`src/rtl/mask_centroid_tracker.sv`:
```
// mask_centroid_tracker: per-frame mask count, bounding box and centroid via double-buffered sequential division
module mask_centroid_tracker #(
  parameter int LINES = 640,
  parameter int ROWS = 480,
  parameter int MIN_PIXELS = 64,
  parameter int SUM_W = 29,
  parameter int CNT_W = 19
) (
  input  logic             clk,
  input  logic             reset,
  input  logic             valid_i,
  input  logic             mask_i,
  input  logic [12:0]      row,
  input  logic [12:0]      col,
  output logic [12:0]      cx,
  output logic [12:0]      cy,
  output logic [12:0]      left,
  output logic [12:0]      right,
  output logic [12:0]      top,
  output logic [12:0]      bottom,
  output logic [CNT_W-1:0] pix_count,
  output logic             obj_valid,
  output logic             result_valid,
  output logic             busy,
  output logic             overrun
);
  typedef enum logic [1:0] {ACCUM, DIV, DONE} state_t;
  localparam int IW = $clog2(SUM_W + 1);
  state_t state, state_n;
  logic [CNT_W-1:0] acc_cnt, b_cnt, n_cnt, snap_cnt, remx, remy;
  logic [SUM_W-1:0] acc_sx, acc_sy, b_sx, b_sy, n_sx, n_sy, qx, qy;
  logic [12:0] acc_l, acc_r, acc_t, acc_b, b_l, b_r, b_t, b_b, n_l, n_r, n_t, n_b;
  logic [12:0] snap_l, snap_r, snap_t, snap_b;
  logic [CNT_W:0] rx_s, ry_s;
  logic [IW-1:0] iter;
  logic sof, eof, big, snap_ok, last, gex, gey;
  assign sof  = valid_i && row == 13'd0 && col == 13'd0;
  assign eof  = valid_i && row == 13'(ROWS - 1) && col == 13'(LINES - 1);
  assign big  = n_cnt >= CNT_W'(MIN_PIXELS);
  assign last = iter == IW'(SUM_W - 1);
  assign busy = state == DIV;
  assign rx_s = {remx, qx[SUM_W-1]};
  assign ry_s = {remy, qy[SUM_W-1]};
  assign gex  = rx_s >= {1'b0, snap_cnt};
  assign gey  = ry_s >= {1'b0, snap_cnt};
  // SOF restarts from a clean slate; this pixel's contribution is folded in on top
  always_comb begin
    b_cnt = sof ? '0 : acc_cnt;
    b_sx  = sof ? '0 : acc_sx;
    b_sy  = sof ? '0 : acc_sy;
    b_l   = sof ? 13'h1FFF : acc_l;
    b_r   = sof ? 13'h0 : acc_r;
    b_t   = sof ? 13'h1FFF : acc_t;
    b_b   = sof ? 13'h0 : acc_b;
    n_cnt = b_cnt + CNT_W'(mask_i);
    n_sx  = b_sx + (mask_i ? SUM_W'(col) : '0);
    n_sy  = b_sy + (mask_i ? SUM_W'(row) : '0);
    n_l   = (mask_i && col < b_l) ? col : b_l;
    n_r   = (mask_i && col > b_r) ? col : b_r;
    n_t   = (mask_i && row < b_t) ? row : b_t;
    n_b   = (mask_i && row > b_b) ? row : b_b;
  end
  // control state register
  always_ff @(posedge clk or posedge reset)
    if (reset) state <= ACCUM;
    else state <= state_n;
  // small frames skip the divider; DONE always lasts exactly one cycle
  always_comb begin
    state_n = state;
    state_n = (state == ACCUM && eof) ? (big ? DIV : DONE) :
              (state == DIV && last) ? DONE :
              (state == DONE) ? ACCUM : state;
  end
  // accumulation path, cleared at EOF so the next frame never waits on the divider
  always_ff @(posedge clk or posedge reset)
    if (reset) begin
      acc_cnt <= '0;
      acc_sx  <= '0;
      acc_sy  <= '0;
      acc_l   <= 13'h1FFF;
      acc_r   <= '0;
      acc_t   <= 13'h1FFF;
      acc_b   <= '0;
    end else if (valid_i) begin
      acc_cnt <= eof ? '0 : n_cnt;
      acc_sx  <= eof ? '0 : n_sx;
      acc_sy  <= eof ? '0 : n_sy;
      acc_l   <= eof ? 13'h1FFF : n_l;
      acc_r   <= eof ? 13'h0 : n_r;
      acc_t   <= eof ? 13'h1FFF : n_t;
      acc_b   <= eof ? 13'h0 : n_b;
    end
  // snapshot, two restoring dividers sharing the count as divisor, and result load
  always_ff @(posedge clk or posedge reset)
    if (reset) begin
      snap_cnt <= '0;
      snap_ok <= 1'b0;
      snap_l <= '0;
      snap_r <= '0;
      snap_t <= '0;
      snap_b <= '0;
      qx <= '0;
      qy <= '0;
      remx <= '0;
      remy <= '0;
      iter <= '0;
      cx <= '0;
      cy <= '0;
      left <= '0;
      right <= '0;
      top <= '0;
      bottom <= '0;
      pix_count <= '0;
      obj_valid <= 1'b0;
      result_valid <= 1'b0;
      overrun <= 1'b0;
    end else begin
      overrun <= eof && state != ACCUM;
      result_valid <= state == DONE;
      if (eof && state == ACCUM) begin
        snap_cnt <= n_cnt;
        snap_ok <= big;
        snap_l <= n_l;
        snap_r <= n_r;
        snap_t <= n_t;
        snap_b <= n_b;
        qx <= n_sx;
        qy <= n_sy;
        remx <= '0;
        remy <= '0;
        iter <= '0;
      end else if (state == DIV) begin
        qx <= {qx[SUM_W-2:0], gex};
        qy <= {qy[SUM_W-2:0], gey};
        remx <= gex ? CNT_W'(rx_s - {1'b0, snap_cnt}) : rx_s[CNT_W-1:0];
        remy <= gey ? CNT_W'(ry_s - {1'b0, snap_cnt}) : ry_s[CNT_W-1:0];
        iter <= iter + 1'b1;
      end
      if (state == DONE) begin
        pix_count <= snap_cnt;
        obj_valid <= snap_ok;
        if (snap_ok) begin
          cx <= qx[12:0];
          cy <= qy[12:0];
          left <= snap_l;
          right <= snap_r;
          top <= snap_t;
          bottom <= snap_b;
        end
      end
    end
endmodule
```
`config.mk`:
```
export PLATFORM = sky130hd
export DESIGN_NAME = mask_centroid_tracker
export DESIGN_NICKNAME = d
export VERILOG_FILES = /design/src/rtl/mask_centroid_tracker.sv
export SDC_FILE = /design/constraint.sdc
export NUM_CORES = 1
export LEC_CHECK = 0
export ABC_AREA = 1
export BUFFER_PORTS_ARGS = -buffer_cell sky130_fd_sc_hd__buf_2
export CORE_MARGIN = 3
export CORE_UTILIZATION = 56
export CTS_CLUSTER_DIAMETER = 60
export DETAILED_ROUTE_END_ITERATION = 8
export PLACE_DENSITY = 0.74
export SLEW_MARGIN = 20
export SYNTH_ARGS = -nofsm -noshare
export SYNTH_HDL_FRONTEND = slang
export SYNTH_SLANG_ARGS = --single-unit
```
`constraint.sdc`:
```
create_clock -name clk -period 35.3 [get_ports clk]
set_clock_uncertainty 0.1 [all_clocks]
set_input_delay 5.295 -clock clk [delete_from_list [all_inputs] [get_ports clk]]
set_output_delay 5.295 -clock clk [all_outputs]
set_load 0.01 [all_outputs]
```
# After elaboration in Yosys (flattened, before gate mapping)
# Index checks and enable logic that the tools add are counted.
# op_classes
add_sub_neg	6
multipliers	0
div	0
order_cmp	7
n_eq_ne	5
n_shift	0
mux	36
bitwise_logic	0
reduce_logical	18
# ops
cell	count
29-bit two-way mux	8
13-bit two-way mux	14
19-bit two-way mux	8
29-bit by 13-bit adder with 29-bit output	2
20-bit by 19-bit greater-or-equal comparator with 1-bit output	2
19-bit subtractor	2
13-bit greater-than comparator	2
13-bit zero test	2
13-bit less-than comparator	2
19-bit by 1-bit adder with 19-bit output	1
19-bit by 7-bit greater-or-equal comparator with 1-bit output (second input constant)	1
13-bit by 10-bit == test with 1-bit output (second input constant)	1
13-bit by 9-bit == test with 1-bit output (second input constant)	1
1-bit logical AND	11
5-bit two-way mux	2
2-bit two-way mux	4
5-bit by 1-bit adder with 5-bit output (second input constant)	1
5-bit == test (second input constant)	1
2-bit nonzero test	2
3-bit nonzero test	1
2-bit by 1-bit == test with 1-bit output (second input constant)	1
2-bit == test (second input constant)	1
2-bit zero test	1
2-bit AND reduction	1
# totals
ff_bits	404
latchBits	0
ramBits	0
rom_bits	0
inputBits	30
word_cells	101
n_memories	0

# Logic depth before layout (Yosys ltp)
# depth
depth_word	8
depth_mapped	26
ltp_nobuf	21

# Worst setup path before layout
# Ideal clock, no wire load.
# synth_timing
kind	input port to flip-flop
start	input col[11]
end	register qy[11]
arrival_ps	8369
t_required_ps	35080
path_slack_ps	26711
cell_stages	22
path_cell_list	inv_2 nand2_1 nor2_1 nand3_1 nor2_2 buf_6 buf_6 buf_4 buf_2 buf_2 nor2_1 ha_1 nand3_1 nand3b_1 nand3_1 nand2_1 a21boi_0 nor2_1 nor2_1 o21ai_0 or2_2 a31o_2
# synth_via
elab_chain_len	5
# synth_rtl
item	line	text
start, declared	14	input logic [12:0] col,
13-bit zero test	37	assign sof = valid_i && row == 13'd0 && col == 13'd0;
1-bit logical AND	37	
29-bit two-way mux	50	b_sy = sof ? '0 : acc_sy;
29-bit by 13-bit adder with 29-bit output	57	n_sy = b_sy + (mask_i ? SUM_W'(row) : '0);
29-bit two-way mux	120	if (eof && state == ACCUM) begin
end signal, assigned	128	qy <= n_sy;
end signal, assigned	134	qy <= {qy[SUM_W-2:0], gey};
end, declared	31	logic [SUM_W-1:0] acc_sx, acc_sy, b_sx, b_sy, n_sx, n_sy, qx, qy;
# Several ways; a longest one is shown, not always the timed one.
# A chain may end at the register's enable or synchronous reset.

# Worst setup path after layout
# layout_timing
start	input valid_i
end	register snap_t[7]
# layout_via
elab_chain_len	6
# layout_rtl
item	line	text
start, declared	11	input logic valid_i,
1-bit logical AND (2 in a row)	37	
13-bit two-way mux	53	b_t = sof ? 13'h1FFF : acc_t;
13-bit less-than comparator	60	n_t = (mask_i && row < b_t) ? row : b_t;
1-bit logical AND	60	
13-bit two-way mux	60	
end signal, assigned	125	snap_t <= n_t;
end, declared	33	logic [12:0] snap_l, snap_r, snap_t, snap_b;
# Several ways; a longest one is shown, not always the timed one.

==> flow_summary.ini <==
[global_routing]
grt_pass1_wl_mm = 101
gr-total-overflow = 0
grt_usage = 0.280
grt_pass1_vias = 20087
grt_max_degree = 147
antenna_found_initial = 4

[synth]
synth_seq_cells = 404
syn_inst = 2886
synthTopCellsByArea = dfrtp_1, nand2_1, ha_1, inv_1, o21ai_0
syn_area_um2 = 23000
synth_top_area_cell = dfrtp_1
yosysUniqueCellTypes = 56
synth_edf_count = 0
synth.top_cell.area_share = 0.412
ys_seq_area_frac = 0.442
ys_warn_count = 0
synth_nets = 3036
ys.flop_type = dfrtp_1
post_synth.cell_area_avg_um2 = 7.95
async_flop_share = 1.00

[clocking]
cts_setup_buffers = 0
cts_buffer_depth = 3
cts_buffers = 46
cts_resized = 0
cts_tree = built
clock-root-buffer = clkbuf_16
holdBufCountCts = 0
ctsHtreeMaxLevel = 2
clkLatencyLatePin_ns = 0.59
cts.sinks = 404
clkSlewWorstSetupHoldPaths_ns = 0.06

[hold_path]
hold_start = cx[12]
hp-class = flop to flop

[routing]
viasPerCell = 5.71
drt_first_iter_violations = 1496
wirelength_mm = 60.8
dr.pass1.iters = 5
dr_total_vias = 20095
avgRoutedWirePerCell_um = 17.3
drc = 0
ant_nets = 0

[sta]
hold_viol = 0
rsz0062_at_grt = no
tns_ns = 0
tightest_slew_ns = 1.13
fin_crit_sh = 0.290
fin_ws_ns = 25.06
maxClockFrequency_mhz = 97.6
fin_crit_ns = 10.24
slew_viol_final = 0
relSlewSlack = 0.245
setup_viol = 0

[critical_path]
worstPathArrival_ns = 10.60
rr_startpoint = state[1]
cp-start-kind = input pin
endpoint_kind = flop
worstSetupPathType = input pin to flop
setup.worst_path.start = valid_i
critPathMaxFanout = 98
crit_required_ns = 35.66

[flow_run]
maxCapViolations = 0

[run_status]
status = complete, no violations

[layout]
nets = 3108
final_core_util = 0.637
drive_above_1_share = 0.128
area_delta_synth_final_pct = 11.2
stdcell_area_um2 = 25500
mostFrequentLayoutCell = nand2_1
most-common-layout-cells = nand2_1, dfrtp_1, inv_1
nFillCells = 3480

[power_and_ir_drop]
leakage_nw = 13.2
total_power_mw = 1.34
p_per_area_nw_per_um2 = 52.5
peakVddDrop_mv = 0.0407

[floorplanning]
dieWidth_um = 208
ios = 131
core_um2 = 40100
num_rows = 73
die_h_um = 208
start_util = 0.572
die_area_um2 = 43500

[placement]
preCtsSetupSlack_ns = 24.15
placement.cell_area_um2 = 23900
portBuffers = 130
gp_congestion = 0.901
hpwl_mm = 41.0
cell type report:
cell class	count	area (um^2)	share of cell area
clock inverter	34	408	0.0160
timing repair buffer	149	806	0.0316
sequential	404	10100	0.397
clock buffer	52	1210	0.0475
tap	525	657	0.0257
antenna	1	2.50	0.0000980
multi-input combinational	2011	11000	0.431
inverter	346	1310	0.0512
final timing paths:
kind	to	slack [ns]	cells after the start
setup reg to reg	snap_cnt[15]	31.86	7
hold reg to reg	cx[12]	0.38	2
setup / recovery	snap_t[7]	25.06	19
min in group asynchronous	top[8]	4.75	2
max in group asynchronous	qy[2]	28.25	4
hold / removal	cx[12]	0.38	2
critical path, cell delays in order:
cell and delay (ns):
buf_2 0.07, buf_4 0.82, nand3_1 0.14, nor2_1 0.13, nand2_1 0.09, nor2_4 0.73
buf_4 0.81, nor2_1 0.11, ha_1 0.33, a21oi_1 0.14, nor2_1 0.05, a211oi_1 0.15
o21ai_0 0.13, a31oi_2 0.52, nand2_1 0.43, o21ai_0 0.24, nand2_1 0.10, nand2_1 0.08
o21ai_0 0.09
metal layers:
metal,wire (um),GRT usage
met5,14,0
met4,2230,0.114
met3,3370,0.0403
met2,29000,0.473
met1,26100,0.365
where the power goes:
group	total (mW)	internal (mW)	switching [mW]
clock	0.511	0.303	0.209
combinational	0.296	0.105	0.191
sequential	0.534	0.511	0.0223
total	1.34	0.919	0.422
kinds of logic after synthesis:
| logic type | count (synthesis) | synth area share |
|---|---|---|
| AO/OA/AOI/OAI | 535 | 0.135 |
| XOR/XNOR | 71 | 0.0274 |
| buffers and inverters | 471 | 0.0806 |
| AND/OR/NAND/NOR | 1246 | 0.230 |
| multiplexers | 39 | 0.0191 |
| adder cells (fa/ha/maj) | 120 | 0.0667 |
| flip-flops | 404 | 0.442 |
cells in the mapped netlist (17+ instances only):
cell	instances
nand2_1	732
clkbuf_1	87
o221ai_1	33
dfrtp_1	378
or2_2	28
ha_1	116
xor2_1	47
mux2_2	39
nor2_2	17
nand4_1	49
buf_2	24
o211ai_1	25
nand3_1	167
dfstp_2	26
nor2_1	204
nor3_1	19
inv_1	334
a21oi_1	92
xnor2_1	23
o22ai_1	67
o21ai_0	240
o21ai_1	24
sequential cells by signal, summed over array words and instances (netlist names), 19 cells and up:
name / count
pix_count: 19
remx: 19
snap_cnt: 19
acc_sx: 29
qy: 29
qx: 29
acc_cnt: 19
acc_sy: 29
remy: 19
through the flow:
stage / hold WS, ns / std cells
final: 0.375 / 3522
after global routing: 0.401 / 3522
after detailed placement: 0.365 / 3435
after floorplan: 0.345 / 2886
after CTS: 0.383 / 3521
after global placement: 0.360 / 3435
(Power assumes the default switching activity.)
